File: config.mk
export PLATFORM = sky130hd
export DESIGN_NAME = usart_rx_oversampled
export DESIGN_NICKNAME = d
export VERILOG_FILES = /design/src/rtl/usart_rx_oversampled_pkg.sv /design/src/rtl/usart_rx_oversampled_rx_sampler.sv /design/src/rtl/usart_rx_oversampled.sv
export SDC_FILE = /design/constraint.sdc
export NUM_CORES = 1
export LEC_CHECK = 0
export CELL_PAD_IN_SITES_DETAIL_PLACEMENT = 0
export CELL_PAD_IN_SITES_GLOBAL_PLACEMENT = 1
export CORE_MARGIN = 3
export CORE_UTILIZATION = 49
export CTS_BUF_LIST = sky130_fd_sc_hd__clkbuf_8
export CTS_CLUSTER_DIAMETER = 80
export CTS_CLUSTER_SIZE = 16
export DETAILED_ROUTE_END_ITERATION = 7
export GPL_TIMING_DRIVEN = 0
export PLACE_DENSITY_LB_ADDON = 0.1
export SYNTH_ARGS = -nofsm -noshare
export SYNTH_HDL_FRONTEND = slang
export SYNTH_SLANG_ARGS = --single-unit
File: constraint.sdc
create_clock -name CPU_Clk -period 4.1 [get_ports CPU_Clk]
set_input_delay 1.025 -clock CPU_Clk [delete_from_list [all_inputs] [get_ports CPU_Clk]]
set_output_delay 1.025 -clock CPU_Clk [all_outputs]
set_load 0.01 [all_outputs]
File: src/rtl/usart_rx_oversampled_pkg.sv
// Shared USART receive definitions: FSM states, oversampling constants, parity helper.
package usart_rx_oversampled_pkg;

  typedef enum logic [2:0] {
    IDLE,
    START,
    DATA,
    PARITY,
    STOP
  } rx_state_e;

  localparam int unsigned OVERSAMPLE = 16;
  localparam int unsigned TICK_W     = $clog2(OVERSAMPLE);
  localparam int unsigned DATA_W     = 8;
  localparam int unsigned BIT_IDX_W  = $clog2(DATA_W);

  // Tick positions within one bit period
  localparam int unsigned SAMPLE_T0 = 7;
  localparam int unsigned SAMPLE_T1 = 8;
  localparam int unsigned SAMPLE_T2 = 9;
  localparam int unsigned DECIDE_T  = 15;

  // Returns 1 when data plus parity bit hold an odd number of ones
  function automatic logic even_parity_checker(input logic [DATA_W:0] bits);
    return ^bits;
  endfunction

endpackage

File: src/rtl/usart_rx_oversampled_rx_sampler.sv
// Line synchronizer and 2-of-3 mid-bit majority voter.
module usart_rx_oversampled_rx_sampler (
  input  logic CPU_Clk,
  input  logic Reset,
  input  logic RxBit,
  input  logic sample_en,
  input  logic vote_en,
  output logic rx_s,
  output logic vote_c,
  output logic voted
);

  logic       rx_meta;
  logic [1:0] smp;

  // Two-flop synchronizer, idles high
  always_ff @(posedge CPU_Clk) begin
    if (Reset) begin
      rx_meta <= 1'b1;
      rx_s    <= 1'b1;
    end else begin
      rx_meta <= RxBit;
      rx_s    <= rx_meta;
    end
  end

  // Capture the first two mid-bit samples; the third is taken live at the vote tick
  always_ff @(posedge CPU_Clk) begin
    if (Reset) begin
      smp <= 2'b11;
    end else if (sample_en) begin
      smp <= {smp[0], rx_s};
    end
  end

  // Majority of the two stored samples and the current line value
  always_comb begin
    vote_c = (smp[1] & smp[0]) | (smp[1] & rx_s) | (smp[0] & rx_s);
  end

  // Hold the decided bit until the end-of-bit tick consumes it
  always_ff @(posedge CPU_Clk) begin
    if (Reset) begin
      voted <= 1'b1;
    end else if (vote_en) begin
      voted <= vote_c;
    end
  end

endmodule

File: src/rtl/usart_rx_oversampled.sv
// 16x oversampled asynchronous receiver with framing/parity/overrun reporting.
module usart_rx_oversampled
  import usart_rx_oversampled_pkg::*;
#(
  parameter int unsigned DIV = 4
) (
  input  logic              CPU_Clk,
  input  logic              Reset,
  input  logic              RxBit,
  input  logic              Par,
  input  logic              RD,
  output logic [DATA_W-1:0] RxData,
  output logic              AV,
  output logic              FE,
  output logic              PE,
  output logic              OV,
  output logic              Busy
);

  localparam int unsigned DIV_W = $clog2(DIV);

  rx_state_e              state;
  rx_state_e              state_next;
  logic [DIV_W-1:0]       div_cnt;
  logic [TICK_W-1:0]      tick_cnt;
  logic [BIT_IDX_W-1:0]   bit_idx;
  logic [DATA_W-1:0]      shreg;
  logic                   par_bit;
  logic                   par_q;

  logic rx_s;
  logic vote_c;
  logic voted;

  logic tick_c;
  logic at_t0_c;
  logic at_t1_c;
  logic at_t2_c;
  logic at_dec_c;
  logic sample_en_c;
  logic vote_en_c;
  logic start_ok_c;
  logic shift_c;
  logic par_load_c;
  logic complete_c;
  logic pe_new_c;

  usart_rx_oversampled_rx_sampler u_rx_sampler (
    .CPU_Clk   (CPU_Clk),
    .Reset     (Reset),
    .RxBit     (RxBit),
    .sample_en (sample_en_c),
    .vote_en   (vote_en_c),
    .rx_s      (rx_s),
    .vote_c    (vote_c),
    .voted     (voted)
  );

  // Oversample tick and named tick positions within the current bit
  always_comb begin
    tick_c   = (state != IDLE) && (div_cnt == DIV_W'(DIV - 1));
    at_t0_c  = tick_c && (tick_cnt == TICK_W'(SAMPLE_T0));
    at_t1_c  = tick_c && (tick_cnt == TICK_W'(SAMPLE_T1));
    at_t2_c  = tick_c && (tick_cnt == TICK_W'(SAMPLE_T2));
    at_dec_c = tick_c && (tick_cnt == TICK_W'(DECIDE_T));
  end

  // Divider and tick counter; held at zero while idle so START begins aligned
  always_ff @(posedge CPU_Clk) begin
    if (Reset || (state == IDLE)) begin
      div_cnt  <= '0;
      tick_cnt <= '0;
    end else if (tick_c) begin
      div_cnt  <= '0;
      tick_cnt <= tick_cnt + TICK_W'(1);
    end else begin
      div_cnt  <= div_cnt + DIV_W'(1);
    end
  end

  // FSM state register
  always_ff @(posedge CPU_Clk) begin
    if (Reset) begin
      state <= IDLE;
    end else begin
      state <= state_next;
    end
  end

  // FSM next-state logic
  always_comb begin
    state_next = state;
    case (state)
      IDLE: begin
        if (!rx_s) state_next = START;
      end
      START: begin
        if (at_t2_c && vote_c) state_next = IDLE;
        else if (at_dec_c)     state_next = DATA;
      end
      DATA: begin
        if (at_dec_c && (bit_idx == BIT_IDX_W'(DATA_W - 1)))
          state_next = par_q ? PARITY : STOP;
      end
      PARITY: begin
        if (at_dec_c) state_next = STOP;
      end
      STOP: begin
        if (at_t2_c) state_next = IDLE;
      end
      default: state_next = IDLE;
    endcase
  end

  // FSM control strobes
  always_comb begin
    sample_en_c = at_t0_c | at_t1_c;
    vote_en_c   = at_t2_c;
    start_ok_c  = 1'b0;
    shift_c     = 1'b0;
    par_load_c  = 1'b0;
    complete_c  = 1'b0;
    case (state)
      START:   start_ok_c = at_t2_c & ~vote_c;
      DATA:    shift_c    = at_dec_c;
      PARITY:  par_load_c = at_dec_c;
      STOP:    complete_c = at_t2_c;
      default: ;
    endcase
  end

  // Frame datapath: parity mode latch, bit index, shift register, parity bit
  always_ff @(posedge CPU_Clk) begin
    if (Reset) begin
      par_q   <= 1'b0;
      bit_idx <= '0;
      shreg   <= '0;
      par_bit <= 1'b0;
    end else begin
      if (start_ok_c) begin
        par_q   <= Par;
        bit_idx <= '0;
      end
      if (shift_c) begin
        shreg[bit_idx] <= voted;
        bit_idx        <= bit_idx + BIT_IDX_W'(1);
      end
      if (par_load_c) begin
        par_bit <= voted;
      end
    end
  end

  always_comb begin
    pe_new_c = par_q & even_parity_checker({shreg, par_bit});
  end

  // CPU-side holding registers with read handshake and overrun detection
  always_ff @(posedge CPU_Clk) begin
    if (Reset) begin
      RxData <= '0;
      AV     <= 1'b0;
      FE     <= 1'b0;
      PE     <= 1'b0;
      OV     <= 1'b0;
    end else if (complete_c && AV && !RD) begin
      OV <= 1'b1;
    end else if (complete_c) begin
      RxData <= shreg;
      FE     <= ~vote_c;
      PE     <= pe_new_c;
      AV     <= 1'b1;
      OV     <= 1'b0;
    end else if (RD && AV) begin
      AV <= 1'b0;
      FE <= 1'b0;
      PE <= 1'b0;
      OV <= 1'b0;
    end
  end

  // Busy follows the state the FSM is entering
  always_ff @(posedge CPU_Clk) begin
    if (Reset) begin
      Busy <= 1'b0;
    end else begin
      Busy <= (state_next != IDLE);
    end
  end

endmodule

==> summary.md <==
| Metric | Value |
|---|---|
| Status | `completed` |
| Reg2reg start | `div_cnt[0]` |
| CP Data Arrival Time | `1290 ps` |
| Vias per Instance | `5.42` |
| RSZ-0062 raised after global routing | `false` |
| Mapped Nets | `215` |
| Drt pass-1 iters | `4` |
| Worst Hold Class | `reg2reg` |
| Final Util | `0.599` |
| Root Driver | `clkbuf_8` |
| Most frequent cells in the layout | `dfxtp_1, nor2_1, mux2i_1` |
| Most common cell after layout, fill and taps aside | `dfxtp_1` |
| Area growth from synthesis to layout | `16.7%` |
| Worst Setup Slack, final | `1790 ps` |
| Initial antenna violation count | `0` |
| Syn_area_per_cell | `9.35 µm²` |
| Drc violations | `0` |
| Crit end category | `output port` |
| Die width | `68.4 µm` |
| IO buf count | `16` |
| Comb power frac | `0.030` |
| P_int | `535 µW` |
| First-pass GRT wire length | `6.63 mm` |
| Largest net degree at the start of global routing | `14` |
| DRT iter0 DRCs | `90` |
| Fin nets | `238` |
| Setup Fix Bufs, Post-CTS | `0` |
| Pre-CTS WS | `1710 ps` |
| DR vias | `1496` |
| CTS H-tree lvls | `2` |
| Top FF cell, synth | `dfxtp_1` |
| Critical-path top delay cell | `clkdlybuf4s50_1` |
| Area of the multi-input gates | `1020 µm²` |
| CP max stage delay | `570 ps` |
| Synthesis Warnings | `0` |
| # IOs | `18` |
| Routed Antenna Nets | `0` |
| Post_cts resized | `0` |
| Crit-path cells | `clkdlybuf4s50_1` |
| Overall Global Routing Usage | `0.194` |
| Slew Limit Headroom | `0.675` |
| Sw Share | `0.228` |
| HPWL after detailed placement | `2.96 mm` |
| Min-delay src | `u_rx_sampler.rx_meta` |
| Final setup fails | `0` |
| Core box area | `3720 µm²` |
| Max Slew Vio Count | `0` |
| Max-cap violations | `0` |
| Yosys top cell by area | `dfxtp_1` |
| Syn Inst Count | `204` |
| Pwr dens | `311 nW/µm²` |
| Final Wtd Congestion | `0.887` |
| # hold bufs at CTS | `0` |
| Crit path buf inv count | `1` |
| Post-synth cell types | `46` |
| Startpoint types | `flop` |
| Final Hold Fails | `0` |
| Crit path max-delay family | `buffers and inverters` |
| Hold endpoint | `u_rx_sampler.rx_s` |
| Flops & latches, synth | `40` |
| CTS Sinks | `40` |
| FF-to-FF setup slack | `2410 ps` |
| Clock slew at reported path FFs | `80 ps` |
| Sequential area share after synthesis | `0.420` |
| Die height | `68.4 µm` |
| Mean routed wirelength per cell | `14.4 µm` |
| FILL cells | `340` |
| Hold_ws | `420 ps` |
| Leak | `0.000909 µW` |
| Hold path depth | `1` |
| Number of global-route vias before repair | `1428` |
| Worst-skew pair later-pin latency | `300 ps` |
| GRT Residual Overflow | `0` |
| Max Fanout on Critical Path | `6` |
| Final Cycle Share | `0.564` |
| Reg2Reg Depth | `6` |
| Total Neg Setup Slack | `0 ps` |
| Measured slew at the worst slew-check pin | `488 ps` |
| Synth Cell Area | `1910 µm²` |
| Final wirelength | `3.96 mm` |
| Clock Skew | `7.95 ps` |
| Post-synth top area share | `0.420` |
| Setup CP Type | `reg2out` |
| Antenna diode count | `0` |
| Tmin final | `2310 ps` |
| Fraction of registers with async set or reset after synthesis | `0` |
| Worst R2R End | `bit_idx[2]` |
| Flop pwr share | `0.566` |
| Main area contributors after synthesis | `dfxtp_1, mux2i_1, nor2_1, ha_1, xnor2_1` |
| Max Freq | `432 MHz` |
| CP required | `3070 ps` |
| VDD IR-drop max | `207 µV` |
| Share of layout cells above drive strength 1 | `0.105` |
| Inserted Clock Buffers | `5` |
| Die area | `4680 µm²` |
| Clock power frac | `0.404` |
| TritonCTS clock tree | `built` |
| Sw Pwr | `158 µW` |
| Effective utilization at floorplan | `0.513` |
| FF/Latch Area | `801 µm²` |
| EDFF count, synth | `0` |
| Row Count | `22` |
| Clk buf depth | `2` |
worst max path at each step:
| stage | end | from | slack (ps) | depth (start not counted) |
|---|---|---|---|---|
| 2_1_floorplan | RxData[0] | RD | 2300 | 5 |
| 3_3_place_gp | RxData[0] | RD | 1740 | 6 |
| 3_5_place_dp | RxData[0] | RD | 1710 | 6 |
| 4_1_cts | AV | AV | 1780 | 1 |
| 5_1_grt | AV | AV | 1760 | 1 |
| 6_report | AV | AV | 1790 | 1 |
power groups by stage:
stage	registers, µW	logic, µW	clock network [µW]
floorplan	401	12.3	0
detailed placement	401	21.0	0
global placement	401	20.0	0
global route	392	22.9	303
CTS	392	21.0	285
finish	392	20.9	280
state kept, by name (all words and copies together), names as in the netlist, 2 cells and up:
register and flops:
RxData 8, shreg 8, tick_cnt 4, bit_idx 3, state 3, div_cnt 2
u_rx_sampler.smp 2
Yosys cell counts (3+ instances only):
cell type   n
inv_1       6
buf_2       6
nor3_1      3
clkbuf_1    5
nand3b_1    3
mux2i_1    18
xnor2_1     8
nand4_1     9
or2_2       3
dfxtp_1    40
nand2_1     9
nor2_1     25
a21oi_1    12
a211o_1     3
ha_1        6
nand3_1     9
a211oi_1    3
nor2b_1     6
cell families after synthesis:
group	synth area share
compound gates	0.117
xor+xnor	0.0532
fa+ha+maj	0.0446
buf+inv	0.0472
flops	0.420
mux	0.0945
simple gates	0.224
metrics by stage:
stage,power (µW),area [µm²],instances
2_1_floorplan,413,1910,204
3_3_place_gp,421,2130,268
3_5_place_dp,422,2130,268
4_1_cts,698,2220,276
5_1_grt,718,2220,276
6_report,693,2220,276
final cells by class:
| cell class | count | area share |
|---|---|---|
| sequential | 40 | 0.360 |
| buffer | 13 | 0.0304 |
| timing repair buffer | 16 | 0.0720 |
| clock inverter | 2 | 0.00675 |
| inverter | 6 | 0.0101 |
| tap | 48 | 0.0270 |
| clock buffer | 6 | 0.0371 |
| multi-input combinational | 145 | 0.457 |
metal layers:
metal  GRT usage  vias up  routed length [µm]
met1       0.255      679                1940
met2       0.290       37                1730
li1            -      770                   -
met3      0.0624       10                 223
met4      0.0819        0                  70
met5           0        -                   0
No activity file was read; power rests on OpenSTA's default activity.
